$ cat src/rtl/otter_alu_pkg.sv
// Shared encodings for the OTTER multicycle ALU: base-op codes, RV32M func3
// values, OP field positions and the control state type.
package otter_alu_pkg;

  localparam int OP_M_BIT   = 4;
  localparam int OP_SEL_MSB = 3;
  localparam int OP_F3_MSB  = 2;

  localparam logic [3:0] ALU_ADD  = 4'd0;
  localparam logic [3:0] ALU_SLL  = 4'd1;
  localparam logic [3:0] ALU_SLT  = 4'd2;
  localparam logic [3:0] ALU_SLTU = 4'd3;
  localparam logic [3:0] ALU_XOR  = 4'd4;
  localparam logic [3:0] ALU_SRL  = 4'd5;
  localparam logic [3:0] ALU_OR   = 4'd6;
  localparam logic [3:0] ALU_AND  = 4'd7;
  localparam logic [3:0] ALU_SUB  = 4'd8;
  localparam logic [3:0] ALU_LUI  = 4'd9;
  localparam logic [3:0] ALU_SRA  = 4'd13;

  localparam logic [2:0] M_MUL    = 3'd0;
  localparam logic [2:0] M_MULH   = 3'd1;
  localparam logic [2:0] M_MULHSU = 3'd2;
  localparam logic [2:0] M_MULHU  = 3'd3;
  localparam logic [2:0] M_DIV    = 3'd4;
  localparam logic [2:0] M_DIVU   = 3'd5;
  localparam logic [2:0] M_REM    = 3'd6;
  localparam logic [2:0] M_REMU   = 3'd7;

  typedef enum logic [1:0] {
    S_IDLE = 2'd0,
    S_MUL  = 2'd1,
    S_DIV  = 2'd2,
    S_FIN  = 2'd3
  } alu_state_e;

endpackage

$ cat src/rtl/otter_alu_comb.sv
// Single-cycle RV32I base ALU; purely combinational, unknown codes give zero.
module otter_alu_comb
  import otter_alu_pkg::*;
#(
  parameter int WIDTH   = 32,
  parameter int SHAMT_W = $clog2(WIDTH)
) (
  input  logic [WIDTH-1:0] a_i,
  input  logic [WIDTH-1:0] b_i,
  input  logic [3:0]       sel_i,
  output logic [WIDTH-1:0] y_o
);

  logic [SHAMT_W-1:0] shamt_s;
  assign shamt_s = b_i[SHAMT_W-1:0];

  // Base operation select
  always_comb begin
    y_o = '0;
    case (sel_i)
      ALU_ADD:  y_o = a_i + b_i;
      ALU_SUB:  y_o = a_i - b_i;
      ALU_OR:   y_o = a_i | b_i;
      ALU_AND:  y_o = a_i & b_i;
      ALU_XOR:  y_o = a_i ^ b_i;
      ALU_SRL:  y_o = a_i >> shamt_s;
      ALU_SLL:  y_o = a_i << shamt_s;
      ALU_SRA:  y_o = $unsigned($signed(a_i) >>> shamt_s);
      ALU_SLT:  y_o = {{(WIDTH-1){1'b0}}, ($signed(a_i) < $signed(b_i))};
      ALU_SLTU: y_o = {{(WIDTH-1){1'b0}}, (a_i < b_i)};
      ALU_LUI:  y_o = a_i;
      default:  y_o = '0;
    endcase
  end

endmodule

$ cat src/rtl/otter_alu_mc.sv
// Multicycle OTTER ALU: 1-cycle base ops, iterative shift-add multiply and
// restoring divide sharing one counter and one 2*WIDTH accumulator.
module otter_alu_mc
  import otter_alu_pkg::*;
#(
  parameter int WIDTH   = 32,
  parameter int SHAMT_W = $clog2(WIDTH)
) (
  input  logic             CLK,
  input  logic             RST_N,
  input  logic             START,
  input  logic             KILL,
  input  logic [4:0]       OP,
  input  logic [WIDTH-1:0] A,
  input  logic [WIDTH-1:0] B,
  output logic [WIDTH-1:0] RESULT,
  output logic             BUSY,
  output logic             DONE
);

  localparam logic [WIDTH-1:0]   ONE_W    = {{(WIDTH-1){1'b0}}, 1'b1};
  localparam logic [WIDTH-1:0]   MIN_NEG  = {1'b1, {(WIDTH-1){1'b0}}};
  localparam logic [SHAMT_W-1:0] CNT_INIT = SHAMT_W'(WIDTH-1);
  localparam logic [SHAMT_W-1:0] CNT_ONE  = {{(SHAMT_W-1){1'b0}}, 1'b1};

  alu_state_e           state_q, state_d;
  logic [SHAMT_W-1:0]   cnt_q, cnt_d;
  logic [2*WIDTH-1:0]   acc_q, acc_d, mcand_q, mcand_d;
  logic [WIDTH:0]       opb_q, opb_d;
  logic [2:0]           f3_q, f3_d;
  logic                 neg_q_q, neg_q_d, neg_r_q, neg_r_d;
  logic [WIDTH-1:0]     result_q, result_d;
  logic                 busy_q, busy_d, done_q, done_d;

  logic                 m_s, div_signed_s, is_rem_s, b_zero_s, div_ovf_s, a_neg_s, b_neg_s;
  logic [OP_F3_MSB:0]   f3_s;
  logic [OP_SEL_MSB:0]  sel_s;
  logic [WIDTH-1:0]     base_y_s, fast_y_s, a_mag_s, b_mag_s;
  logic [WIDTH:0]       mul_a_ext_s, mul_b_ext_s, div_hi_s;
  logic [2*WIDTH-1:0]   mul_add_s, mul_sub_s, mul_acc_s, div_acc_s;
  logic [WIDTH-1:0]     div_diff_s, div_q_s, div_r_s, mul_y_s, div_y_s;
  logic                 div_ge_s;

  assign m_s   = OP[OP_M_BIT];
  assign f3_s  = OP[OP_F3_MSB:0];
  assign sel_s = OP[OP_SEL_MSB:0];

  otter_alu_comb #(.WIDTH(WIDTH), .SHAMT_W(SHAMT_W)) u_comb (
    .a_i   (A),
    .b_i   (B),
    .sel_i (sel_s),
    .y_o   (base_y_s)
  );

  // Divide set-up at accept: sign handling, magnitudes and the 1-cycle cases
  assign div_signed_s = (f3_s == M_DIV) || (f3_s == M_REM);
  assign is_rem_s     = (f3_s == M_REM) || (f3_s == M_REMU);
  assign b_zero_s     = (B == '0);
  assign div_ovf_s    = div_signed_s && (A == MIN_NEG) && (B == '1);
  assign a_neg_s      = div_signed_s && A[WIDTH-1];
  assign b_neg_s      = div_signed_s && B[WIDTH-1];
  assign a_mag_s      = a_neg_s ? (~A + ONE_W) : A;
  assign b_mag_s      = b_neg_s ? (~B + ONE_W) : B;
  assign fast_y_s     = is_rem_s ? (b_zero_s ? A : '0) : (b_zero_s ? '1 : A);

  assign mul_a_ext_s = {(f3_s != M_MULHU) & A[WIDTH-1], A};
  assign mul_b_ext_s = {((f3_s == M_MUL) || (f3_s == M_MULH)) & B[WIDTH-1], B};

  // Multiplier sign bit weighs -2^WIDTH, so it is subtracted on the last step
  assign mul_add_s = opb_q[0] ? mcand_q : '0;
  assign mul_sub_s = ((cnt_q == '0) && opb_q[1]) ? {mcand_q[2*WIDTH-2:0], 1'b0} : '0;
  assign mul_acc_s = acc_q + mul_add_s - mul_sub_s;
  assign mul_y_s   = (f3_q == M_MUL) ? mul_acc_s[WIDTH-1:0] : mul_acc_s[2*WIDTH-1:WIDTH];

  assign div_hi_s   = acc_q[2*WIDTH-1:WIDTH-1];
  assign div_ge_s   = (div_hi_s >= opb_q);
  assign div_diff_s = WIDTH'(div_hi_s - opb_q);
  assign div_acc_s  = {div_ge_s ? div_diff_s : div_hi_s[WIDTH-1:0], acc_q[WIDTH-2:0], div_ge_s};
  assign div_q_s    = div_acc_s[WIDTH-1:0];
  assign div_r_s    = div_acc_s[2*WIDTH-1:WIDTH];
  assign div_y_s    = ((f3_q == M_REM) || (f3_q == M_REMU)) ?
                      (neg_r_q ? (~div_r_s + ONE_W) : div_r_s) :
                      (neg_q_q ? (~div_q_s + ONE_W) : div_q_s);

  // Control and datapath next state; RESULT/DONE are loaded on entry to FIN
  always_comb begin
    state_d  = state_q;
    cnt_d    = cnt_q;
    acc_d    = acc_q;
    mcand_d  = mcand_q;
    opb_d    = opb_q;
    f3_d     = f3_q;
    neg_q_d  = neg_q_q;
    neg_r_d  = neg_r_q;
    result_d = result_q;
    busy_d   = busy_q;
    done_d   = 1'b0;
    case (state_q)
      S_IDLE: begin
        if (KILL) begin
          state_d = S_IDLE;
        end else if (START) begin
          busy_d = 1'b1;
          f3_d   = f3_s;
          cnt_d  = CNT_INIT;
          if (!m_s) begin
            state_d  = S_FIN;
            result_d = base_y_s;
            done_d   = 1'b1;
          end else if (!f3_s[2]) begin
            state_d = S_MUL;
            acc_d   = '0;
            mcand_d = {{(WIDTH-1){mul_a_ext_s[WIDTH]}}, mul_a_ext_s};
            opb_d   = mul_b_ext_s;
          end else if (b_zero_s || div_ovf_s) begin
            state_d  = S_FIN;
            result_d = fast_y_s;
            done_d   = 1'b1;
          end else begin
            state_d = S_DIV;
            acc_d   = {{WIDTH{1'b0}}, a_mag_s};
            opb_d   = {1'b0, b_mag_s};
            neg_q_d = a_neg_s ^ b_neg_s;
            neg_r_d = a_neg_s;
          end
        end else begin
          state_d = S_IDLE;
        end
      end
      S_MUL: begin
        if (KILL) begin
          state_d = S_IDLE;
          busy_d  = 1'b0;
        end else begin
          acc_d   = mul_acc_s;
          mcand_d = {mcand_q[2*WIDTH-2:0], 1'b0};
          opb_d   = {1'b0, opb_q[WIDTH:1]};
          cnt_d   = cnt_q - CNT_ONE;
          if (cnt_q == '0) begin
            state_d  = S_FIN;
            result_d = mul_y_s;
            done_d   = 1'b1;
          end else begin
            state_d = S_MUL;
          end
        end
      end
      S_DIV: begin
        if (KILL) begin
          state_d = S_IDLE;
          busy_d  = 1'b0;
        end else begin
          acc_d = div_acc_s;
          cnt_d = cnt_q - CNT_ONE;
          if (cnt_q == '0) begin
            state_d  = S_FIN;
            result_d = div_y_s;
            done_d   = 1'b1;
          end else begin
            state_d = S_DIV;
          end
        end
      end
      // DONE and RESULT are already visible here, so KILL has nothing left to cancel
      S_FIN: begin
        state_d = S_IDLE;
        busy_d  = 1'b0;
      end
      default: begin
        state_d = S_IDLE;
        busy_d  = 1'b0;
      end
    endcase
  end

  // State and datapath registers
  always_ff @(posedge CLK or negedge RST_N) begin
    if (!RST_N) begin
      state_q  <= S_IDLE;
      cnt_q    <= '0;
      acc_q    <= '0;
      mcand_q  <= '0;
      opb_q    <= '0;
      f3_q     <= 3'd0;
      neg_q_q  <= 1'b0;
      neg_r_q  <= 1'b0;
      result_q <= '0;
      busy_q   <= 1'b0;
      done_q   <= 1'b0;
    end else begin
      state_q  <= state_d;
      cnt_q    <= cnt_d;
      acc_q    <= acc_d;
      mcand_q  <= mcand_d;
      opb_q    <= opb_d;
      f3_q     <= f3_d;
      neg_q_q  <= neg_q_d;
      neg_r_q  <= neg_r_d;
      result_q <= result_d;
      busy_q   <= busy_d;
      done_q   <= done_d;
    end
  end

  assign RESULT = result_q;
  assign BUSY   = busy_q;
  assign DONE   = done_q;

endmodule

$ cat config.mk
export PLATFORM = sky130hd
export DESIGN_NAME = otter_alu_mc
export DESIGN_NICKNAME = d
export VERILOG_FILES = /design/src/rtl/otter_alu_pkg.sv /design/src/rtl/otter_alu_comb.sv /design/src/rtl/otter_alu_mc.sv
export SDC_FILE = /design/constraint.sdc
export NUM_CORES = 2
export LEC_CHECK = 0
export ABC_AREA = 0
export BUFFER_PORTS_ARGS = -buffer_cell sky130_fd_sc_hd__clkbuf_2
export CAP_MARGIN = 20
export CORE_MARGIN = 3
export CORE_UTILIZATION = 45
export CTS_CLUSTER_DIAMETER = 50
export CTS_CLUSTER_SIZE = 10
export DETAILED_ROUTE_END_ITERATION = 7
export GPL_TIMING_DRIVEN = 0
export SYNTH_ARGS = -nofsm -noshare
export SYNTH_HDL_FRONTEND = slang
export SYNTH_SLANG_ARGS = --single-unit
$ cat constraint.sdc
create_clock -name CLK -period 14.6 [get_ports CLK]
set_input_delay 2.92 -clock CLK [delete_from_list [all_inputs] [get_ports CLK]]
set_output_delay 2.92 -clock CLK [all_outputs]
set_load 0.1 [all_outputs]
# Word-level counts from Yosys, hierarchy flattened
# Cells that the tools add are included.
[word_totals]
register_bits = 207
inputBits = 73
word_cells = 172
[classes]
add_sub_neg = 10
n_shift = 3
order_cmp = 3
n_eq_ne = 35
n_reduce_logical = 28
muxes = 70
n_bitwise = 12
[ops]
columns = ["op", "n"]
rows = [
  ["$mux 64", 14],
  ["$mux 32", 19],
  ["$pmux 32 s11", 1],
  ["$mux 33", 6],
  ["$pmux 64 s3", 1],
  ["$add 32x1->32 const B", 4],
  ["$not 32->32", 4],
  ["$pmux 64 s2", 1],
  ["$pmux 32 s3", 1],
  ["$pmux 33 s2", 1],
  ["$add 64x64->64", 1],
  ["$eq 32x32->1 const B", 2],
  ["$lt 32x32->1", 2],
  ["$sub 32x32->32", 2],
  ["$sub 64x64->64", 1],
  ["$ge 33x33->1", 1],
  ["$add 32x32->32", 1],
  ["$and 32x32->32", 1],
  ["$logic_not 32->1", 1],
  ["$or 32x32->32", 1],
  ["$shl 32x5->32", 1],
  ["$shr 32x5->32", 1],
  ["$sshr 32x5->32", 1],
  ["$xor 32x32->32", 1],
  ["37 further kinds", 92],
]

# Depth between registers and ports, before layout
[depth]
ltp_word = 11
depth_mapped = 24
ltp_nobuf = 19

# By module
# From an unflattened synthesis, not the netlist that was laid out.
[unflattened]
cells_unflattened = 4418
area_unflattened_um2 = 31949.4
[modules_own_cells]
columns = ["module", "area_per_inst_um2", "cells_each", "seq_area_each_um2", "instances"]
rows = [
  ["otter_alu_mc", 22781.8, 3077, 5180.0, 1],
  ["otter_alu_comb", 9167.5, 1341, 0.0, 1],
]

# Worst setup path before layout
# OpenSTA, ideal clock, no wires.
[synth_path]
kind = "in2reg"
from = "input B[2]"
to = "register result_q[29], in the netlist RESULT[29]"
slack_ns = 7.997
n_path_buf = 3
cell_stages = 15
t_arrival_ns = 6.473
setup_ns = 0.130
cell_sequence = "inv_2 > buf_1 > buf_1 > clkbuf_1 > ha_1 > a21o_1 > a31oi_1 > o21ai_1 > a221o_1 > a21oi_1 > o41ai_1 > a211oi_1 > a21bo_2 > a211oi_1 > a211oi_1"
[synth_between]
elab_chain_len = 9
word_cells_on_any_way = 21
cone_classes = "2 x add/sub; 2 x eq/ne; 3 x shift; 10 x mux; 4 x reduce/logical"
[synth_lines]
columns = ["element", "line_no", "text"]
rows = [
  ["from (decl)", "otter_alu_mc.sv:15", "input logic [WIDTH-1:0] B,"],
  ["branches (longest 9 deep; another with $sub 32x32->32)", "-", ""],
  ["to (signal assigned)", "otter_alu_mc.sv:199", "result_q <= result_d;"],
  ["to (decl)", "otter_alu_mc.sv:32", "logic [WIDTH-1:0] result_q, result_d;"],
]
# Several ways; the timed one is not identified. The select of a mux whose other input is x is not followed.
# A chain may end at the register's enable or synchronous reset.

# Worst setup path after layout
[layout_path]
from = "register opb_q[1]"
to = "register result_q[12], in the netlist RESULT[12]"
[layout_between]
elab_chain_len = 9
word_cells_on_any_way = 19
cone_classes = "4 x add/sub; 1 x order compare; 11 x mux; 2 x bitwise; 1 x reduce/logical"
[layout_lines]
columns = ["element", "line_no", "text"]
rows = [
  ["from (decl)", "otter_alu_mc.sv:29", "logic [WIDTH:0] opb_q, opb_d;"],
  ["from (signal assigned)", "otter_alu_mc.sv:195", "opb_q <= opb_d;"],
  ["$sub 32x32->32 or $ge 33x33->1 (tied branches)", "otter_alu_mc.sv:77, otter_alu_mc.sv:76", ""],
  ["$mux 32", "otter_alu_mc.sv:78", "assign div_acc_s = {div_ge_s ? div_diff_s : div_hi_s[WIDTH-1:0], acc_q[WIDTH-2:0], div_ge_s};"],
  ["$not 32->32", "otter_alu_mc.sv:82", "(neg_r_q ? (~div_r_s + ONE_W) : div_r_s) :"],
  ["$add 32x1->32", "otter_alu_mc.sv:82", ""],
  ["$mux 32", "otter_alu_mc.sv:82", ""],
  ["$mux 32", "otter_alu_mc.sv:81", "assign div_y_s = ((f3_q == M_REM) || (f3_q == M_REMU)) ?"],
  ["$mux 32", "otter_alu_mc.sv:155", "if (cnt_q == '0) begin"],
  ["$mux 32", "otter_alu_mc.sv:149", "if (KILL) begin"],
  ["$pmux 32 s3 *", "otter_alu_mc.sv:98", "case (state_q)"],
]
# Every way passes the cells marked *; elsewhere a longest branch is shown, timed or not. The select of a mux whose other input is x is not followed.

==> run metrics <==
outcome finished, violations left; violated checks design-rule violations; I/O pins 107; die footprint 0.0735 mm²; dominant cell type by count on the critical path sky130_fd_sc_hd__clkbuf_1; post-layout util 49.9%; kind of capture point of the worst setup path register; latest clock arrival within the worst-skew pair 0.61 ns; wire length per cell after detailed routing 33.5 µm; CTS H-tree lvls 1; number of synthesized flops with an enable pin 0; number of buffer cells added on primary ports 104; Die Height 271 µm; flop-to-flop setup slack 5.15 ns; Syn Std Cell Area 0.0316 mm²; crit start category register; leading cell type in the layout, fill and taps excluded sky130_fd_sc_hd__a21oi_1; leakage power summed over all cells 14.4 nW; final worst-path cycle share 64.7%; maximum VDD drop 167 µV; critical-path maximum fanout 10; Final Instance Area 0.0345 mm²; critical path launch point opb_q[1]; starting utilization of the core area 45.8%; slack of the critical path 5.15 ns; worst slew margin relative to its limit 12.9%; num rows 96; post-DR vias/cell 6.93; total stage count of the critical path 24; commonest cells after routing, fill and taps aside sky130_fd_sc_hd__a21oi_1, sky130_fd_sc_hd__nor2_1, sky130_fd_sc_hd__nand2_1; CP max stage cell sky130_fd_sc_hd__o311ai_2; worst setup path endpoint RESULT[12]; Max Clock Skew 0.0171 ns; Initial DRC Count 5,658; cell count after synthesis 4,378; Sum Neg Setup Slack 0 ns; Data required, critical path 15.07 ns; total of warnings raised by yosys 0; Most used DFF post-synth sky130_fd_sc_hd__dfrtp_1; Critical Path Max Stage Delay 1.08 ns; DRT Pass-1 Iters 8; weighted congestion at the end of routability-driven global placement 1.13; antenna violations before repair 10; count of cells resized by post-cts repair 0; r2r worst-path depth 24; number of max-slew violations in the final report 0; TritonCTS buffer count 31; via count of the first global-routing pass 35,500; number of endpoints failing setup at the final stage 0; Cell variety after synth 105; Overall Global Routing Usage 48.0%; total routed wirelength 184,000 µm; remaining antenna violation count after routing 0; Layout area overhead 9.03%; fraction of layout cells with a size suffix above 1 6.62%; kind of critical path reg2reg; largest delay contributor family on the critical path buffers and inverters; clock tree from TritonCTS built; maxcap violations 0; clock transition time at the flip-flop clock pins of the worst setup and hold paths 0.06 ns; die boundary width 271 µm; worst slack at placement 5.82 ns; Final Hold Viols 0; Residual DRC 3; Crit path buffers/inverters 8; share of flip-flops with an asynchronous set or reset 100%; Yosys reg bits 207; DR vias 38,000; Core ar. 0.0691 mm²; wire length of the first global-routing pass 257,000 µm; transition time of the tightest slew-check pin 1.31 ns; unrepaired setup endpoints after global routing false; cells along the critical path clkbuf_1, clkbuf_1, inv_1, ha_1, nor2b_1, o21ai_1, a21oi_1, o311ai_2, nand2_1, buf_2, clkbuf_1, clkbuf_1, nand2_1, o21ai_0, inv_1, ha_1, inv_1, or4b_1, nor3_1, a211oi_1, xnor2_1, o21ai_1, a221oi_1, nor3_1; count of hold-fix buffers inserted at cts 0; Final #Nets 4,869; shortest clock period the worst path allows after layout 9.45 ns; peak clock frequency supported by timing 106 MHz; class of the worst hold path reg2reg; HPWL Detailed 147,000 µm; cell area after placement 0.0335 mm²; maximum number of pins on one net before global-route repair 94; Power Dens Cells 222 mW/mm²; share of synthesized area occupied by flip-flops and latches 16.4%; CTS root buf sky130_fd_sc_hd__clkbuf_16; mean post-synth cell area 7.23 µm²; number of clock sinks 207; FF-to-FF End RESULT[12]; origin of the critical flop-to-flop path opb_q[1]; nets in the synthesized netlist 4,720; data arrival at the endpoint of the critical path 9.92 ns; maximum buffer depth of the clock tree 3; # Post-CTS Setup Buffers 0; total congestion overflow 0
flip-flops by register name, indices dropped and copies added (netlist names):
signal   cells
opb_q       33
DONE         1
neg_q_q      1
RESULT      32
mcand_q     64
acc_q       64
cnt_q        5
state_q      2
f3_q         3
neg_r_q      1
BUSY         1
Yosys cell counts (all sizes together) (19+ instances only):
cell / instances / area, µm²
a21oi: 508 / 2550
nor2: 430 / 1620
nand2: 420 / 1580
inv: 355 / 1330
o21ai: 341 / 1710
clkbuf: 254 / 953
dfrtp: 207 / 5180
ha: 204 / 2550
xnor2: 172 / 1510
and3: 89 / 557
mux2i: 89 / 903
nor3: 87 / 435
a221oi: 83 / 752
a211oi: 71 / 533
buf: 70 / 287
fa: 65 / 1300
mux4: 60 / 1350
a21o: 59 / 450
a31oi: 58 / 369
nand3: 58 / 290
nand4: 56 / 350
o22ai: 49 / 307
o31ai: 49 / 378
xor2: 42 / 375
o21bai: 38 / 285
or3: 35 / 224
o211ai: 34 / 255
and2: 29 / 181
nand2b: 28 / 175
nor4: 28 / 188
a22oi: 25 / 188
nor2b: 21 / 131
o21a: 21 / 158
o41ai: 19 / 181
metal layers:
metal,wire (µm),GRT usage [%]
met1,66500,58.3
met2,74900,71.1
met3,22600,13.2
met4,19700,39.2
met5,59,0.658
through the flow:
stage	instances	hold slack, ns	total power (W)
global route	5479	0.533	0.00796
detailed placement	5424	0.504	0.00663
finish	5484	0.508	0.00767
CTS	5475	0.516	0.00739
floorplan	4378	0.472	0.00462
global placement	5413	0.493	0.00661
cell type report:
class	count	area (µm²)
fillers	7138	34600
clock inverters	13	145
inverters	356	1340
plain buffers	324	1240
well taps	931	1160
repair buffers	116	699
clock buffers	38	812
diodes	8	20.0
multi-input cells	3491	23900
flip-flops and latches	207	5180
power breakdown:
part / internal, W / switching [W] / leakage (nW)
Combinational: 0.00170 / 0.00419 / 11.5
Clock: 0.000428 / 0.000307 / 0.460
Sequential: 0.000769 / 0.000283 / 2.48
worst min path at each step:
stage                 to  startpoint  cells past startpoint  slack [ns]
4_1_cts         cnt_q[0]    cnt_q[0]                      1        0.52
6_report        cnt_q[0]    cnt_q[0]                      1        0.51
5_1_grt        opb_q[13]   opb_q[13]                      2        0.53
2_1_floorplan  opb_q[10]   opb_q[10]                      2        0.47
3_3_place_gp   opb_q[10]   opb_q[10]                      2        0.49
3_5_place_dp   opb_q[14]   opb_q[14]                      2        0.50
cells by family (layout without fill, tap and decap cells):
family / after synthesis / count (layout) / share of synthesized area [%]
flops: 207 / 207 / 16.4
other cells: 0 / 8 / 0
mux: 159 / 159 / 7.48
fa+ha+maj: 270 / 270 / 12.2
simple gates: 1340 / 1340 / 19.6
buf+inv: 680 / 847 / 8.14
compound gates: 1508 / 1508 / 30.2
xor+xnor: 214 / 214 / 5.95
No activity file was read; power rests on OpenSTA's default activity.
